$ cat src/rtl/fpga_link_pkg.sv
// -----------------------------------------------------------------------------
// fpga_link_pkg
// Shared definitions for the FPGA-to-FPGA pulse-handshake serial link.
// - link_state_e   : handshake state encoding, common to transmitter and receiver
// - LINK_DATA_WIDTH: default frame width in bits
// - LINK_ACK_TIMEOUT: default acknowledge timeout in clock cycles
// - is_wait_state(): true for the states that listen for acknowledge
// -----------------------------------------------------------------------------
package fpga_link_pkg;

  localparam int LINK_DATA_WIDTH  = 8;
  localparam int LINK_ACK_TIMEOUT = 255;

  typedef enum logic [2:0] {
    IDLE        = 3'd0,
    START_PULSE = 3'd1,
    START_WAIT  = 3'd2,
    BIT_SETUP   = 3'd3,
    BIT_PULSE   = 3'd4,
    BIT_WAIT    = 3'd5,
    FIN_PULSE   = 3'd6,
    FIN_WAIT    = 3'd7
  } link_state_e;

  function automatic logic is_wait_state(input link_state_e s);
    return (s == START_WAIT) || (s == BIT_WAIT) || (s == FIN_WAIT);
  endfunction

endpackage

$ cat src/rtl/fpga_transmitter_if.sv
// -----------------------------------------------------------------------------
// fpga_transmitter_if
// Bundles the transmitter's local request/status signals and the link-side
// handshake signals.
//   load, data_in      : local logic -> transmitter (start request, word)
//   busy, done, error  : transmitter -> local logic (status)
//   send, serial_out,
//   finish             : transmitter -> receiver (link strobes and data bit)
//   acknowledge        : receiver -> transmitter (one pulse per handshake)
// Modports: master = transmitter side, slave = the side driving load/ack.
// -----------------------------------------------------------------------------
interface fpga_transmitter_if
  import fpga_link_pkg::*;
#(
  parameter int DATA_WIDTH = LINK_DATA_WIDTH
) ();

  logic                  load;
  logic [DATA_WIDTH-1:0] data_in;
  logic                  busy;
  logic                  done;
  logic                  error;
  logic                  send;
  logic                  serial_out;
  logic                  finish;
  logic                  acknowledge;

  modport master (
    input  load, data_in, acknowledge,
    output busy, done, error, send, serial_out, finish
  );

  modport slave (
    output load, data_in, acknowledge,
    input  busy, done, error, send, serial_out, finish
  );

endinterface

$ cat src/rtl/fpga_ack_sync.sv
// -----------------------------------------------------------------------------
// fpga_ack_sync
// Brings an acknowledge from another clock domain into this one: two-flop
// synchronizer followed by a rising-edge detector, so each incoming pulse (of
// any width) yields exactly one single-cycle pulse, two cycles later.
//   clock       : local clock
//   reset       : asynchronous, active-low
//   i_ack       : raw acknowledge from the receiver
//   o_ack_pulse : synchronized one-cycle acknowledge pulse
// -----------------------------------------------------------------------------
module fpga_ack_sync (
  input  logic clock,
  input  logic reset,
  input  logic i_ack,
  output logic o_ack_pulse
);

  logic r_meta;
  logic r_sync;
  logic r_sync_d;

  always_ff @(posedge clock or negedge reset) begin
    if (!reset) begin
      r_meta   <= 1'b0;
      r_sync   <= 1'b0;
      r_sync_d <= 1'b0;
    end else begin
      r_meta   <= i_ack;
      r_sync   <= r_meta;
      r_sync_d <= r_sync;
    end
  end

  assign o_ack_pulse = r_sync & ~r_sync_d;

endmodule

$ cat src/rtl/fpga_transmitter.sv
// -----------------------------------------------------------------------------
// fpga_transmitter
// Sending half of the FPGA-to-FPGA pulse-handshake serial link. A word loaded
// from local logic is sent as: start pulse on send, one send strobe per data
// bit (MSB first) with the bit on serial_out, then a finish pulse. Every pulse
// waits for an acknowledge from the receiver; if none arrives within
// ACK_TIMEOUT cycles the frame is aborted with a one-cycle error pulse.
//
// Parameters:
//   DATA_WIDTH  : bits per frame (>= 1)
//   ACK_TIMEOUT : cycles to wait for acknowledge in any wait state (>= 1)
// Ports:
//   clock : sole clock, rising edge
//   reset : asynchronous, active-low, clears all state
//   link  : fpga_transmitter_if.master (load/data_in/busy/done/error and the
//           send/serial_out/finish/acknowledge link handshake)
// Configuration macro:
//   FPGA_TX_ACK_SYNC_EN : when defined, acknowledge goes through
//                         fpga_ack_sync (2-flop sync + edge detect, +2 cycles
//                         of latency, counted against the timeout).
// -----------------------------------------------------------------------------
module fpga_transmitter
  import fpga_link_pkg::*;
#(
  parameter int DATA_WIDTH  = LINK_DATA_WIDTH,
  parameter int ACK_TIMEOUT = LINK_ACK_TIMEOUT
) (
  input  logic                clock,
  input  logic                reset,
  fpga_transmitter_if.master  link
);

  localparam int TW = $clog2(ACK_TIMEOUT + 1);
  localparam int BW = (DATA_WIDTH > 1) ? $clog2(DATA_WIDTH) : 1;

  // The counter holds the number of wait cycles already completed, so the
  // last permitted wait cycle is the one where it equals ACK_TIMEOUT-1.
  localparam logic [TW-1:0] TO_LAST  = TW'(ACK_TIMEOUT - 1);
  localparam logic [BW-1:0] BIT_LAST = BW'(DATA_WIDTH - 1);

  link_state_e           r_state;
  link_state_e           w_next;
  logic [DATA_WIDTH-1:0] r_shift;
  logic [DATA_WIDTH-1:0] w_shift_next;
  logic [BW-1:0]         r_bit_cnt;
  logic [BW-1:0]         w_bit_next;
  logic [TW-1:0]         r_to_cnt;
  logic [TW-1:0]         w_to_next;
  logic                  r_done;
  logic                  r_error;
  logic                  w_done_next;
  logic                  w_error_next;
  logic                  w_timeout;
  logic                  w_ack;

`ifdef FPGA_TX_ACK_SYNC_EN
  fpga_ack_sync u_ack_sync (
    .clock       (clock),
    .reset       (reset),
    .i_ack       (link.acknowledge),
    .o_ack_pulse (w_ack)
  );
`else
  assign w_ack = link.acknowledge;
`endif

  always_ff @(posedge clock or negedge reset) begin
    if (!reset) begin
      r_state   <= IDLE;
      r_shift   <= '0;
      r_bit_cnt <= '0;
      r_to_cnt  <= '0;
      r_done    <= 1'b0;
      r_error   <= 1'b0;
    end else begin
      r_state   <= w_next;
      r_shift   <= w_shift_next;
      r_bit_cnt <= w_bit_next;
      r_to_cnt  <= w_to_next;
      r_done    <= w_done_next;
      r_error   <= w_error_next;
    end
  end

  always_comb begin
    w_next       = r_state;
    w_shift_next = r_shift;
    w_bit_next   = r_bit_cnt;
    w_to_next    = r_to_cnt;
    w_done_next  = 1'b0;
    w_error_next = 1'b0;
    w_timeout    = (r_to_cnt == TO_LAST);

    case (r_state)
      IDLE: begin
        if (link.load) begin
          w_shift_next = link.data_in;
          w_bit_next   = BIT_LAST;
          w_next       = START_PULSE;
        end
      end
      START_PULSE: begin
        w_to_next = '0;
        w_next    = START_WAIT;
      end
      START_WAIT: begin
        if (w_ack) w_next = BIT_SETUP;
      end
      BIT_SETUP: begin
        w_next = BIT_PULSE;
      end
      BIT_PULSE: begin
        w_to_next = '0;
        w_next    = BIT_WAIT;
      end
      BIT_WAIT: begin
        if (w_ack) begin
          w_shift_next = r_shift << 1;
          if (r_bit_cnt == '0) begin
            w_next = FIN_PULSE;
          end else begin
            w_bit_next = r_bit_cnt - 1'b1;
            w_next     = BIT_SETUP;
          end
        end
      end
      FIN_PULSE: begin
        w_to_next = '0;
        w_next    = FIN_WAIT;
      end
      FIN_WAIT: begin
        if (w_ack) begin
          w_done_next = 1'b1;
          w_next      = IDLE;
        end
      end
      default: w_next = IDLE;
    endcase

    // Shared timeout handling for all wait states; an acknowledge in the
    // same cycle as the timeout takes priority.
    if (is_wait_state(r_state) && !w_ack) begin
      if (w_timeout) begin
        w_error_next = 1'b1;
        w_next       = IDLE;
      end else begin
        w_to_next = r_to_cnt + 1'b1;
      end
    end
  end

  // Moore decode: outputs depend only on registered state.
  assign link.busy       = (r_state != IDLE);
  assign link.send       = (r_state == START_PULSE) || (r_state == BIT_PULSE);
  assign link.finish     = (r_state == FIN_PULSE);
  assign link.serial_out = ((r_state == BIT_SETUP) || (r_state == BIT_PULSE) ||
                            (r_state == BIT_WAIT)) & r_shift[DATA_WIDTH-1];
  assign link.done       = r_done;
  assign link.error      = r_error;

endmodule

$ cat src/flat_wrapper.sv
// flat-port wrapper written by rule: the top's interface ports become plain ports
module fpga_transmitter_flat import fpga_link_pkg::*;
#(
  parameter int DATA_WIDTH  = LINK_DATA_WIDTH,
  parameter int ACK_TIMEOUT = LINK_ACK_TIMEOUT
)
  (clock, reset, link_load, link_data_in, link_acknowledge, link_busy, link_done, link_error, link_send, link_serial_out, link_finish);
  fpga_transmitter_if #(.DATA_WIDTH(DATA_WIDTH)) link_i ();
  input  logic clock;
  input  logic reset;
  input wire logic [$bits(link_i.load)-1:0] link_load;
  input wire logic [$bits(link_i.data_in)-1:0] link_data_in;
  input wire logic [$bits(link_i.acknowledge)-1:0] link_acknowledge;
  output wire logic [$bits(link_i.busy)-1:0] link_busy;
  output wire logic [$bits(link_i.done)-1:0] link_done;
  output wire logic [$bits(link_i.error)-1:0] link_error;
  output wire logic [$bits(link_i.send)-1:0] link_send;
  output wire logic [$bits(link_i.serial_out)-1:0] link_serial_out;
  output wire logic [$bits(link_i.finish)-1:0] link_finish;
  assign link_i.load = link_load;
  assign link_i.data_in = link_data_in;
  assign link_i.acknowledge = link_acknowledge;
  assign link_busy = link_i.busy;
  assign link_done = link_i.done;
  assign link_error = link_i.error;
  assign link_send = link_i.send;
  assign link_serial_out = link_i.serial_out;
  assign link_finish = link_i.finish;
  fpga_transmitter #(.DATA_WIDTH(DATA_WIDTH), .ACK_TIMEOUT(ACK_TIMEOUT)) u_core (.clock(clock), .reset(reset), .link(link_i));
endmodule
$ cat config.mk
export PLATFORM = sky130hd
export DESIGN_NAME = fpga_transmitter_flat
export DESIGN_NICKNAME = d
export VERILOG_FILES = /design/src/rtl/fpga_link_pkg.sv /design/src/rtl/fpga_transmitter_if.sv /design/src/rtl/fpga_ack_sync.sv /design/src/rtl/fpga_transmitter.sv /design/src/flat_wrapper.sv
export SDC_FILE = /design/constraint.sdc
export NUM_CORES = 1
export LEC_CHECK = 0
export CAP_MARGIN = 20
export CORE_ASPECT_RATIO = 0.8
export CORE_MARGIN = 2
export CORE_UTILIZATION = 45
export DETAILED_ROUTE_END_ITERATION = 7
export PLACE_DENSITY_LB_ADDON = 0.08
export SLEW_MARGIN = 40
export SYNTH_ARGS = -nofsm -noshare
export SYNTH_HDL_FRONTEND = slang
export SYNTH_SLANG_ARGS = --single-unit
$ cat constraint.sdc
create_clock -name clock -period 1.8 [get_ports clock]
set_input_delay 0.36 -clock clock [delete_from_list [all_inputs] [get_ports clock]]
set_output_delay 0.36 -clock clock [all_outputs]
set_load 0.005 [all_outputs]
======== Word-level counts from Yosys, hierarchy flattened ========
Cells that the tools add are included.
storage, ports and cells
  logic and storage cells ................. 56
  register bits after elaboration ......... 24
  output and inout bits ................... 6
cells by class
  add/sub/neg operators ................... 2
  reductions and logical operators ........ 14
  equality and inequality tests ........... 11
  bitwise gates (word level) .............. 1
  multiplexer cells ....................... 22
operators with widths
  operator             number
  $mux 8               5
  $mux 3               10
  $pmux 3 s8           1
  $pmux 8 s2           1
  $eq 3x3->1 const B   4
  $add 8x1->8 const B  1
  $eq 8x8->1 const B   1
  $eq 3x2->1 const B   2
  $logic_not 3->1      2
  $ne 2x2->1 const B   3
  $pmux 3 s2           1
  $logic_or 1x1->1     5
  $mux 1               4
  $reduce_and 4->1     1
  $eq 3x1->1 const B   1
  $reduce_and 3->1     1
  $reduce_bool 3->1    1
  $reduce_or 3->1      1
  $sub 3x1->3 const B  1
  $reduce_bool 2->1    1
  $and 1x1->1          1
  $logic_and 1x1->1    1
  $logic_not 1->1      1

======== Longest topological paths before layout ========
Gate-level depths: netlist of run 1.
  word-level depth ........................ 6
  gate-level depth with buffers ........... 6
  mapped depth without buffers ............ 6

======== Worst setup path before layout of run 1 ========
No wires, ideal clock.
  kind .................................... register to register
  start ................................... register u_core.r_state[0]
  end ..................................... register u_core.r_to_cnt[5]
  required time ........................... 1721 ps
  path slack .............................. 205 ps
  data arrival time ....................... 1515 ps
  period minus slack after synthesis ...... 1595 ps
  stages on the path, launching flop included .. 5
  buffers on the path ..................... 0
  path through ............................ dfrtp_1 or3b_1 a21o_1 nor4_1 mux2i_1
between the ends
  longest elaborated chain between the ends .. 5
  elaborated cells between the ends (all ways) .. 13
  classes of those cells .................. eq/ne (6); mux (3); reduce/logical (4)
ends and longest elaborated chain
  element                                                               line                                              source
  start: declaration                                                    fpga_transmitter.sv:41                            link_state_e r_state;
  start signal: assignment                                              fpga_transmitter.sv:76                            r_state <= w_next;
  $eq 3x3->1, or another cell as far along                              fpga_transmitter.sv:94                            case (r_state)
  $reduce_or 3->1 (no source line) or $logic_or 1x1->1 (tied branches)  -
  $mux 8 or $logic_or 1x1->1 (tied branches)                            fpga_transmitter.sv:94, fpga_link_pkg.sv:26
  $mux 8 or $logic_and 1x1->1 (tied branches)                           fpga_transmitter.sv:143, fpga_transmitter.sv:142
  $mux 8 (*)                                                            fpga_transmitter.sv:142                           if (is_wait_state(r_state) && !w_ack) begin
  named net u_core.w_to_next[5]                                         fpga_transmitter.sv:48                            logic [TW-1:0] w_to_next;
  end signal: assignment                                                fpga_transmitter.sv:79                            r_to_cnt <= w_to_next;
  end: declaration                                                      fpga_transmitter.sv:47                            logic [TW-1:0] r_to_cnt;
The timed path passes the listed nets; every way through them passes the cells marked *.
A chain may end at the register's enable or synchronous reset.

======== Final worst setup path of run 1 ========
  start ................................... register u_core.r_state[0]
  end ..................................... register u_core.r_state[1]
between the ends
  longest elaborated chain between the ends .. 5
  elaborated cells between the ends (all ways) .. 14
  classes of those cells .................. eq/ne (7); mux (3); reduce/logical (4)
ends and longest elaborated chain
  element                                                             line                     source
  parallel branches: the longest is 4 deep, another holds $pmux 3 s8  -
  $mux 3 (*)                                                          fpga_transmitter.sv:142
  named net u_core.w_next[1]                                          fpga_transmitter.sv:42   link_state_e w_next;
Mark *: on every way through the listed nets, which the timed path passes.

==> flow_metrics.py, run 1 <==
metrics = {
    "placement": {
        "post-place-cells": 199,
        "io_buffers": 17,
        "dp_hpwl_mm": 2.05,
        "dp_slack_ns": -0.121,
        "gp_congestion": 0.789,
    },
    "outcome": {
        "failed_checks": "setup timing",
        "status": "finished with violations",
    },
    "setup_path": {
        "reg2reg_slack_ns": -0.09,
        "cp_common_cell": "buf_6",
        "start_kind": "flip-flop",
        "cpMaxStageDelayCell": "dfrtp_1",
        "critical_path.reg2reg.startpoint": "u_core.r_state[0]",
        "cp.required_ns": 2.02,
        "cp-endpoint": "u_core.r_state[1]",
        "cp.arrival_ns": 2.11,
        "crit_path_max_fanout": 7,
        "max_stage_delay_ns": 0.41,
        "crit_chain": "buf_6 -> buf_6 -> or3b_4 -> a21o_4 -> buf_6 -> nor3_4 -> buf_6 -> nor2_4",
        "end_kind": "flip-flop",
        "r2r_cells": 8,
        "critical_path_class": "flip-flop to flip-flop",
        "rr_endpoint": "u_core.r_state[1]",
        "startpoint": "u_core.r_state[0]",
    },
    "worst_hold_path": {
        "hold_path_class": "input pin to async pin",
    },
    "layout": {
        "layout_commonest_cell": "dfrtp_1",
        "final_core_util_pct": 68.8,
        "synthToLayoutAreaGrowth_pct": 47.1,
        "layout_common_cells": "dfrtp_1, buf_4, clkdlybuf4s50_1",
        "antennaDiodeCount": 0,
        "fin_cells": 211,
        "final_nets": 190,
        "layout-drive-gt1-share_pct": 34.1,
    },
    "synth": {
        "yosysTopAreaCell": "dfrtp_1",
        "syn_area_per_cell_um2": 9.65,
        "synthCells": 133,
        "yosysSeqAreaShare_pct": 46.8,
        "yosysUniqueCellTypes": 36,
        "synth_top_area_share_pct": 46.8,
        "netlist_area_mm2": 0.00128,
        "syn_nets": 149,
        "ys_warn_count": 0,
        "synth_seq_cells": 24,
        "yosys-top-cells-area": "dfrtp_1, mux2i_1, nor2_1",
    },
    "cts": {
        "clock_latency_ns": 0.33,
        "cts_buffers": 3,
        "clock_path_buffers": 2,
        "clk_root_buffer_cell": "clkbuf_4",
        "path_clk_slew_ns": 0.14,
        "cts_tree": "yes",
        "numClockSinks": 24,
        "postCtsHoldBufs": 0,
        "h-tree-depth": 1,
    },
    "power_and_ir_drop": {
        "seq_power_share_pct": 30.9,
        "p_clk_share_pct": 14.5,
        "ir_worst_vdd_mv": 1.07,
        "comb_power_share_pct": 54.5,
        "internal_power_w": 0.00174,
        "power.share.switching_pct": 37.0,
        "p_switching_w": 0.00102,
        "cellPowerDensity_mw_per_mm2": 1460,
        "p_leak_nw": 0.807,
    },
    "sta": {
        "fin_crit_ns": 1.89,
        "finalHoldViolCount": 0,
        "fin_crit_sh_pct": 105,
        "rsz0062_at_grt": "true",
        "setup_viol": 13,
        "finalMaxSlewViolations": 0,
        "layout_setup_ws_ns": -0.0890,
        "finalClockSkew_ns": 0.00755,
        "whs_ns": 0.367,
        "slew_headroom_pct": 76.1,
        "worst_pin_slew_ns": 0.358,
        "fmax_mhz": 529,
    },
    "global_route": {
        "grt_pass1_vias": 1150,
        "grt_max_degree": 25,
        "overflow": 0,
        "grt_pass1_wl_mm": 5.31,
        "antenna_found_initial": 0,
        "track_usage_pct": 20.7,
    },
    "routing": {
        "via_per_inst": 5.27,
        "dr.pass1.iters": 4,
        "wl_per_cell_um": 14.3,
        "vias": 1112,
        "drc_errors": 0,
        "drt_iter0_markers": 39,
        "postRouteWirelength_mm": 3.01,
        "ant_nets": 0,
    },
    "floorplanning": {
        "die_w_um": 63.7,
        "rows": 17,
        "die_h_um": 51.8,
        "initial_core_util_pct": 46.8,
        "core_area_mm2": 0.00274,
        "die_area_mm2": 0.00330,
        "ios": 18,
    },
    "run": {
        "drv_cap": 0,
    },
}
synth_stat cells (all sizes together):
cell type	number
dfrtp	24
nor2	15
a21oi	11
mux2i	11
nand2	10
inv	7
nand3	7
buf	5
ha	4
nand2b	4
o21ai	4
o211ai	3
o311ai	3
o31ai	3
nor4	2
or2	2
or3b	2
a2111oi	1
a21boi	1
a21o	1
a2bb2oi	1
and3	1
and3b	1
clkbuf	1
nand3b	1
nand4	1
nor3	1
o211a	1
o21a	1
o221a	1
o31a	1
or3	1
xnor2	1
final cells by class:
| class | instances | area [um^2] |
|---|---|---|
| timing repair buffer | 42 | 387 |
| fill | 212 | 856 |
| clock buffer | 3 | 22.5 |
| clock inverter | 1 | 30.0 |
| sequential | 24 | 601 |
| inverter | 7 | 26.3 |
| multi-input combinational | 96 | 774 |
| tap | 38 | 47.5 |
critical path: cells and delay by family (launching register included):
kind                   cells  cell delay, ns
AND/OR/NAND/NOR            3            0.60
AO/OA/AOI/OAI              1            0.26
flip-flops                 1            0.41
buffers and inverters      4            0.51
worst min path at each step:
stage | slack (ns) | end | depth (start not counted) | startpoint
floorplan | 0.06 | u_core.link.done | 0 | reset
global placement | 0.47 | u_core.r_bit_cnt[0] | 1 | u_core.r_bit_cnt[0]
detailed placement | 0.48 | u_core.r_bit_cnt[0] | 1 | u_core.r_bit_cnt[0]
CTS | 0.39 | u_core.r_shift[3] | 2 | reset
global route | 0.42 | u_core.r_shift[3] | 2 | reset
finish | 0.37 | u_core.r_shift[3] | 2 | reset
sequential cells by signal (all words and copies together) (netlist names):
| register | flops |
|---|---|
| u_core.link.error | 1 |
| u_core.r_bit_cnt | 3 |
| u_core.r_shift | 8 |
| u_core.link.done | 1 |
| u_core.r_to_cnt | 8 |
| u_core.r_state | 3 |
power groups by stage:
| stage | clock [W] | combinational (W) | sequential, W |
|---|---|---|---|
| 5_1_grt | 0.000422 | 0.00166 | 0.000882 |
| 6_report | 0.000401 | 0.00150 | 0.000854 |
| 2_1_floorplan | 0 | 0.000694 | 0.000815 |
| 3_3_place_gp | 0 | 0.00108 | 0.000850 |
| 3_5_place_dp | 0 | 0.00112 | 0.000862 |
| 4_1_cts | 0.000400 | 0.00136 | 0.000847 |
layer usage:
| metal | global-route usage, % | vias up | part of all wire [%] |
|---|---|---|---|
| met5 | 0 | - | 0 |
| met4 | 4.35 | 0 | 0.60 |
| met3 | 4.55 | 2 | 3.3 |
| met2 | 35.1 | 16 | 49 |
| met1 | 27.6 | 540 | 47 |
| li1 | - | 554 | - |
stage by stage:
step	power (W)	area [um^2]	TNS, ns
5_1_grt	0.00296	1890	-1.24
4_1_cts	0.00261	1810	-0.477
3_5_place_dp	0.00198	1610	-0.688
2_1_floorplan	0.00151	1280	0
6_report	0.00276	1890	-0.558
3_3_place_gp	0.00193	1610	-0.447
cells by family (layout without fill, tap and decap cells):
logic type	after synthesis	after routing	share of synthesized area, %
AOI/OAI and AO/OA	32	32	17.2
xor gates and xnor gates	1	1	0.682
adders and majority gates	4	4	3.90
buffers and inverters	13	53	4.29
DFF	24	24	46.8
muxes	11	11	8.58
and+or+nand+nor	48	48	18.6
timing repair:
| item | 4_1_cts | 5_1_grt |
|---|---|---|
| pin swaps | 9 | 3 |
| buffers inserted | 4 | 5 |
| setup endpoints to repair | 11 | 16 |
| resized for setup | 45 | 16 |
| cloned | 0 | 0 |
No activity file was read; power rests on OpenSTA's default activity.
==> inputs of run 2 (changes only) <==
--- a/config.mk
+++ b/config.mk
@@ -5,6 +5,7 @@
 export SDC_FILE = /design/constraint.sdc
 export NUM_CORES = 1
 export LEC_CHECK = 0
+export ABC_AREA = 0
 export CAP_MARGIN = 20
 export CORE_ASPECT_RATIO = 0.8
 export CORE_MARGIN = 2
==> results of run 2 <==
Final layout, timing and power as in run 1 (identical DEF).
